**src/rtl/zion_basic_circuit_lib_rr_share_reg.sv**
```systemverilog
// Round-robin arbiter feeding one shared holding register with a valid/ready output.
// Priority pointer advances only on a load, so ungranted requesters keep their place.
module zion_basic_circuit_lib_rr_share_reg #(
    parameter int               NUM_REQ  = 4,
    parameter int               WIDTH    = 8,
    parameter logic [WIDTH-1:0] INI_DATA = '0,
    parameter int               IDX_W    = $clog2(NUM_REQ)
) (
    input  logic                     clk,
    input  logic                     rst,
    input  logic [NUM_REQ-1:0]       iVld,
    output logic [NUM_REQ-1:0]       oRdy,
    input  logic [NUM_REQ*WIDTH-1:0] iDat,
    output logic                     oVld,
    input  logic                     iRdy,
    output logic [WIDTH-1:0]         oDat,
    output logic [IDX_W-1:0]         oIdx
);

    localparam int               CW   = IDX_W + 1;
    localparam logic [IDX_W-1:0] LAST = IDX_W'(NUM_REQ - 1);

    // Illegal parameters stop elaboration, which also ends any simulation run.
    if (NUM_REQ < 2 || NUM_REQ > 32 || WIDTH < 1) begin : g_bad_param
        $error("zion_basic_circuit_lib_rr_share_reg: NUM_REQ must be 2..32 and WIDTH >= 1");
    end

    logic [IDX_W-1:0] r_ptr;
    logic             r_vld;
    logic [WIDTH-1:0] r_dat;
    logic [IDX_W-1:0] r_idx;

    logic [IDX_W-1:0]   w_grant;
    logic               w_found;
    logic [CW-1:0]      w_cand;
    logic               w_load;
    logic [NUM_REQ-1:0] w_rdy;
    logic [WIDTH-1:0]   w_dat;
    logic [IDX_W-1:0]   w_ptrNext;

    // Scan from the pointer upward with wrap; the first valid requester wins.
    always_comb begin
        w_grant = '0;
        w_found = 1'b0;
        w_cand  = '0;
        for (int k = 0; k < NUM_REQ; k++) begin
            w_cand = {1'b0, r_ptr} + CW'(k);
            if (w_cand >= CW'(NUM_REQ)) begin
                w_cand = w_cand - CW'(NUM_REQ);
            end
            if (!w_found && iVld[w_cand[IDX_W-1:0]]) begin
                w_found = 1'b1;
                w_grant = w_cand[IDX_W-1:0];
            end
        end
    end

    assign w_load    = (|iVld) && (!r_vld || iRdy) && !rst;
    assign w_dat     = iDat[int'(w_grant)*WIDTH +: WIDTH];
    assign w_ptrNext = (w_grant == LAST) ? '0 : w_grant + IDX_W'(1);

    always_comb begin
        w_rdy = '0;
        if (w_load) begin
            w_rdy[w_grant] = 1'b1;
        end
    end

    always_ff @(posedge clk) begin
        if (rst) begin
            r_vld <= 1'b0;
            r_dat <= INI_DATA;
            r_idx <= '0;
            r_ptr <= '0;
        end else if (w_load) begin
            r_vld <= 1'b1;
            r_dat <= w_dat;
            r_idx <= w_grant;
            r_ptr <= w_ptrNext;
        end else if (r_vld && iRdy) begin
            r_vld <= 1'b0;
        end
    end

    assign oRdy = w_rdy;
    assign oVld = r_vld;
    assign oDat = r_dat;
    assign oIdx = r_idx;

endmodule
```
**config.mk**
```make
export PLATFORM = sky130hd
export DESIGN_NAME = zion_basic_circuit_lib_rr_share_reg
export DESIGN_NICKNAME = d
export VERILOG_FILES = /design/src/rtl/zion_basic_circuit_lib_rr_share_reg.sv
export SDC_FILE = /design/constraint.sdc
export NUM_CORES = 1
export LEC_CHECK = 0
export CAP_MARGIN = 30
export CORE_MARGIN = 8
export CORE_UTILIZATION = 54
export CTS_CLUSTER_SIZE = 16
export DETAILED_ROUTE_END_ITERATION = 12
export DONT_BUFFER_PORTS = 1
export HOLD_SLACK_MARGIN = 0.05
export PLACE_DENSITY_LB_ADDON = 0.15
export RECOVER_POWER = 50
export SETUP_SLACK_MARGIN = 0.1
export SYNTH_ARGS = -nofsm -noshare
export SYNTH_HDL_FRONTEND = slang
export SYNTH_SLANG_ARGS = --single-unit
```
**constraint.sdc**
```tcl
create_clock -name clk -period 1.4 [get_ports clk]
set_input_delay 0.07 -clock clk [delete_from_list [all_inputs] [get_ports clk]]
set_output_delay 0.07 -clock clk [all_outputs]
set_load 0.02 [all_outputs]
```
==> results.py, run 1 <==
metrics = {
    "run_status": {
        "status": "did not finish",
        "stop_stage": "global routing (5_1_grt)",
        "firstError": "[ERROR DPL-0038] Utilization greater than 100%, impossible to legalize",
    },
    "synthesis": {
        "synth_top_area_cell": "dfxtp_1",
        "yosysWarnings": 0,
        "synth_edf_count": 0,
        "syn_nets": 120,
        "synth.cell_area_um2": 822,
        "synth-seq-area-share": 0.317,
        "yosysTopAreaCellShare": 0.317,
        "async_reset_ff_frac": 0,
        "yosys-top-cells-area": "dfxtp_1 32%, mux2i_1 19%, o221ai_1 8.5%",
        "synthCells": 81,
        "synth_cell_types": 27,
        "avgSynthCellArea_um2": 10.1,
        "synth.most_common_cell": "mux2i_1",
        "synth-seq-cells": 13,
        "yosys_most_used_dff": "dfxtp_1",
        "synthTopCellsByCount": "16 x mux2i_1, 13 x dfxtp_1, 8 x nand3b_1, 8 x o221ai_1, 5 x nor2b_1",
    },
    "clocking": {
        "cts.sinks": 13,
        "clock_path_buffers": 2,
        "root_buffer": "clkbuf_4",
        "cts-buffers-inserted": 3,
        "h-tree-depth": 1,
    },
    "floorplanning": {
        "die_w_um": 55.0,
        "die_h_um": 55.0,
        "rows": 14,
        "ios": 54,
        "start_util": 0.559,
    },
    "sta": {
        "worstEndpointGrtRepair": "oRdy[1]",
        "worst_path_end_type": "output port",
    },
    "grt": {
        "grt_max_degree": 13,
    },
    "placed_design": {
        "hpwl_mm": 1.74,
        "port_buffers": 0,
        "place.gp.congestion": 0.719,
        "place_area_um2": 910,
    },
}
[stage by stage]
step                utilization  std cells  setup slack (ps)  hold slack [ps]
global placement          0.618        100             -8.40              142
CTS                       0.961        144              -160             83.8
floorplan                     -         81             -13.6              265
detailed placement        0.618        100             -35.9              140
[logic make-up after synthesis]
logic type      share of synthesized area
xor+xnor                           0.0107
compound gates                      0.193
simple gates                        0.247
flops                               0.317
mux                                 0.195
buf+inv                            0.0380
[repair_timing]
action / 4_1_cts
gates cloned: 1
setup buffers: 5
hold buffers: 34
gates resized for setup: 17
endpoints found under the setup margin: 15
endpoints found under the hold margin: 13
pin swaps: 5
==> run 2: changes to the inputs <==
--- a/config.mk
+++ b/config.mk
@@ -6,15 +6,12 @@
 export NUM_CORES = 1
 export LEC_CHECK = 0
 export CAP_MARGIN = 30
-export CORE_MARGIN = 8
-export CORE_UTILIZATION = 54
-export CTS_CLUSTER_SIZE = 16
+export CORE_AREA = 8 8 69 71
 export DETAILED_ROUTE_END_ITERATION = 12
+export DIE_AREA = 0 0 77 79
 export DONT_BUFFER_PORTS = 1
-export HOLD_SLACK_MARGIN = 0.05
 export PLACE_DENSITY_LB_ADDON = 0.15
 export RECOVER_POWER = 50
-export SETUP_SLACK_MARGIN = 0.1
 export SYNTH_ARGS = -nofsm -noshare
 export SYNTH_HDL_FRONTEND = slang
 export SYNTH_SLANG_ARGS = --single-unit
==> constraint.sdc (replaced) <==
create_clock -name clk -period 1.8 [get_ports clk]
set_input_delay 0.09 -clock clk [delete_from_list [all_inputs] [get_ports clk]]
set_output_delay 0.09 -clock clk [all_outputs]
set_load 0.02 [all_outputs]
==> run 2 against run 1 <==
Synthesized cell count unchanged. The flow now finishes without violations. Area after synthesis stayed put.
==> results.py, run 2 <==
metrics = {
    "sta": {
        "clock.fmax_mhz": 584,
        "setup_violations": 0,
        "hold_viol": 0,
        "rsz0062_at_grt": "yes",
        "totalNegativeSetupSlack_ps": 0,
        "slew_headroom": 0.535,
        "tightestPinTransition_ps": 692,
        "fin_skew_ps": 2.74,
        "post-route-period-util": 0.952,
        "post-route-min-period_ps": 1710,
        "maxSlewViolCount": 0,
    },
    "floorplanning": {
        "dieArea_mm2": 0.00608,
        "die_h_um": 79,
        "die_w_um": 77,
        "ios": 54,
        "start_util": 0.216,
        "rows": 23,
        "core_mm2": 0.00380,
    },
    "placed_design": {
        "place.gp.congestion": 0.683,
        "port_buffers": 0,
        "hpwl_mm": 1.96,
        "place_inst": 131,
    },
    "grt": {
        "grt_use_met3": 0.0497,
        "grt_usage": 0.0789,
        "met2_usage": 0.134,
        "grt_util_met1": 0.0809,
        "antenna_found_initial": 0,
        "grt_pass1_vias": 766,
        "grt-busiest-layer": "met2",
        "grt_first_pass_wirelength_mm": 3.82,
        "overflow": 0,
        "grt_max_degree": 24,
    },
    "finish": {
        "drive_above_1_share": 0.186,
        "nNetsFinal": 126,
        "multi_input_area_um2": 542,
        "largest_register_ffs": 8,
        "area_growth_pct": 17.0,
        "antennaDiodeCount": 0,
        "stdcell_count": 136,
        "layout_commonest_cell": "mux2i_1",
        "fillers": 446,
        "seqCellArea_um2": 260,
        "mostFrequentLayoutCells": "16 x mux2i_1, 13 x dfxtp_1, 8 x nand3b_1, 8 x o221ai_1, 5 x nor2b_1",
    },
    "detailed_routing": {
        "routed_wl_mm": 2.51,
        "viasPerCell": 5.05,
        "via_count": 687,
        "drc_errors": 0,
        "ant_nets": 0,
        "firstDrtPassIters": 4,
        "avgRoutedWirePerCell_um": 18.5,
        "drt_iter0_markers": 30,
    },
    "synthesis": {
        "synth_top_area_cell": "dfxtp_1",
        "yosys_most_used_dff": "dfxtp_1",
        "async_reset_ff_frac": 0,
        "synth_edf_count": 0,
        "synth.cell_area_um2": 822,
        "synth.most_common_cell": "mux2i_1",
        "synth-seq-cells": 13,
        "yosys-top-cells-area": "dfxtp_1 32%, mux2i_1 19%, o221ai_1 8.5%",
        "synth-seq-area-share": 0.317,
        "synth_cell_types": 27,
        "syn_nets": 120,
        "avgSynthCellArea_um2": 10.1,
        "synthCells": 81,
        "yosysTopAreaCellShare": 0.317,
        "synthTopCellsByCount": "16 x mux2i_1, 13 x dfxtp_1, 8 x nand3b_1, 8 x o221ai_1, 5 x nor2b_1",
        "yosysWarnings": 0,
    },
    "critical_path": {
        "worstSetupStartpointType": "register",
        "endpoint_kind": "primary output",
        "startpoint": "r_ptr[1]",
        "r2r_end": "oDat[0]",
        "crit_slowest_cell": "dfxtp_1",
        "worstPathRequired_ps": 1710,
        "r2r_slack_ps": 300,
        "reg2regPathDepth": 6,
        "cp.depth": 4,
        "setup.worst_path.end": "oRdy[1]",
        "path_max_fanout": 6,
        "crit_buf_inv": 1,
        "critical_path_class": "register to primary output",
        "crit_family": "compound AO/OA/AOI/OAI gates",
        "slowest_delay_ps": 450,
        "arrival_ps": 1620,
        "path_cells": "a21boi_1, o32a_1, nor3_1, buf_4",
        "r2r_start": "r_ptr[0]",
    },
    "run_status": {
        "status": "completed",
    },
    "worst_hold_path": {
        "hp-class": "input pin to register",
    },
    "clocking": {
        "tritoncts": "done",
        "clk_latency_ps": 240,
        "clk_pin_slew_worst_paths_ps": 60,
        "root_buffer": "clkbuf_8",
        "clock_path_buffers": 2,
        "cts.sinks": 13,
        "h-tree-depth": 1,
        "cts-buffers-inserted": 3,
        "cts_setup_buffers": 0,
    },
    "run": {
        "cap_violations": 0,
    },
    "pwr": {
        "p_per_area_mw_per_mm2": 961,
        "vdd.ir_drop.worst_mv": 0.352,
        "power.static_leakage_nw": 0.389,
    },
}
## run 2: cell counts after synthesis
Identical to the previous run, type by type.
## run 2: layer usage
metal / share of wire / wire length [µm]
met1: 0.39 / 984
met2: 0.49 / 1240
met3: 0.11 / 275
met4: 0.0052 / 13
met5: 0 / 0
## run 2: stage by stage
step,hold slack [ps],power (mW),utilization,setup WS (ps),cell area (µm²)
6_report,58.8,0.925,0.253,86.3,962
5_1_grt,63.8,0.978,0.253,1.29,962
4_1_cts,51.9,0.938,0.250,22.0,951
3_5_place_dp,159,0.663,0.236,279,896
3_3_place_gp,160,0.661,0.236,292,896
2_1_floorplan,284,0.610,-,177,822
## run 2: cells by family after synthesis
kind of cell	Yosys count	synth area share
and+or+nand+nor	31	0.247
AOI/OAI and AO/OA	16	0.193
muxes	16	0.195
DFF	13	0.317
buffers and inverters	4	0.0380
xor gates and xnor gates	1	0.0107
## run 2: how the worst min path moves through the flow
stage,end,from,slack (ps),cells past startpoint
after floorplan,oIdx[0],rst,280,3
after global placement,r_ptr[1],rst,160,1
after detailed placement,r_ptr[1],rst,160,1
after CTS,oDat[7],iDat[31],50,2
after global routing,oDat[7],iDat[31],60,2
final,oDat[7],iDat[31],60,2
## run 2: area by class of cell
type                            instances  share of cell area
Clock buffer                            4              0.0468
Multi-Input combinational cell         64               0.563
Sequential cell                        13               0.270
Tap cell                               50              0.0650
Timing Repair Buffer                    5              0.0546
## run 2: timing repair
action                                  CTS  global route
hold endpoints to repair                  3             0
gates resized for setup                   0             2
hold buffers                              1             0
endpoints found under the setup margin    0             3
## run 2: report_power, final
group,switching (mW),total [mW],leakage [nW],internal (mW)
Clock,0.112,0.269,0.0228,0.156
Sequential,0.0831,0.415,0.108,0.332
Combinational,0.123,0.241,0.258,0.118
Power figures use the tool's default switching activity.
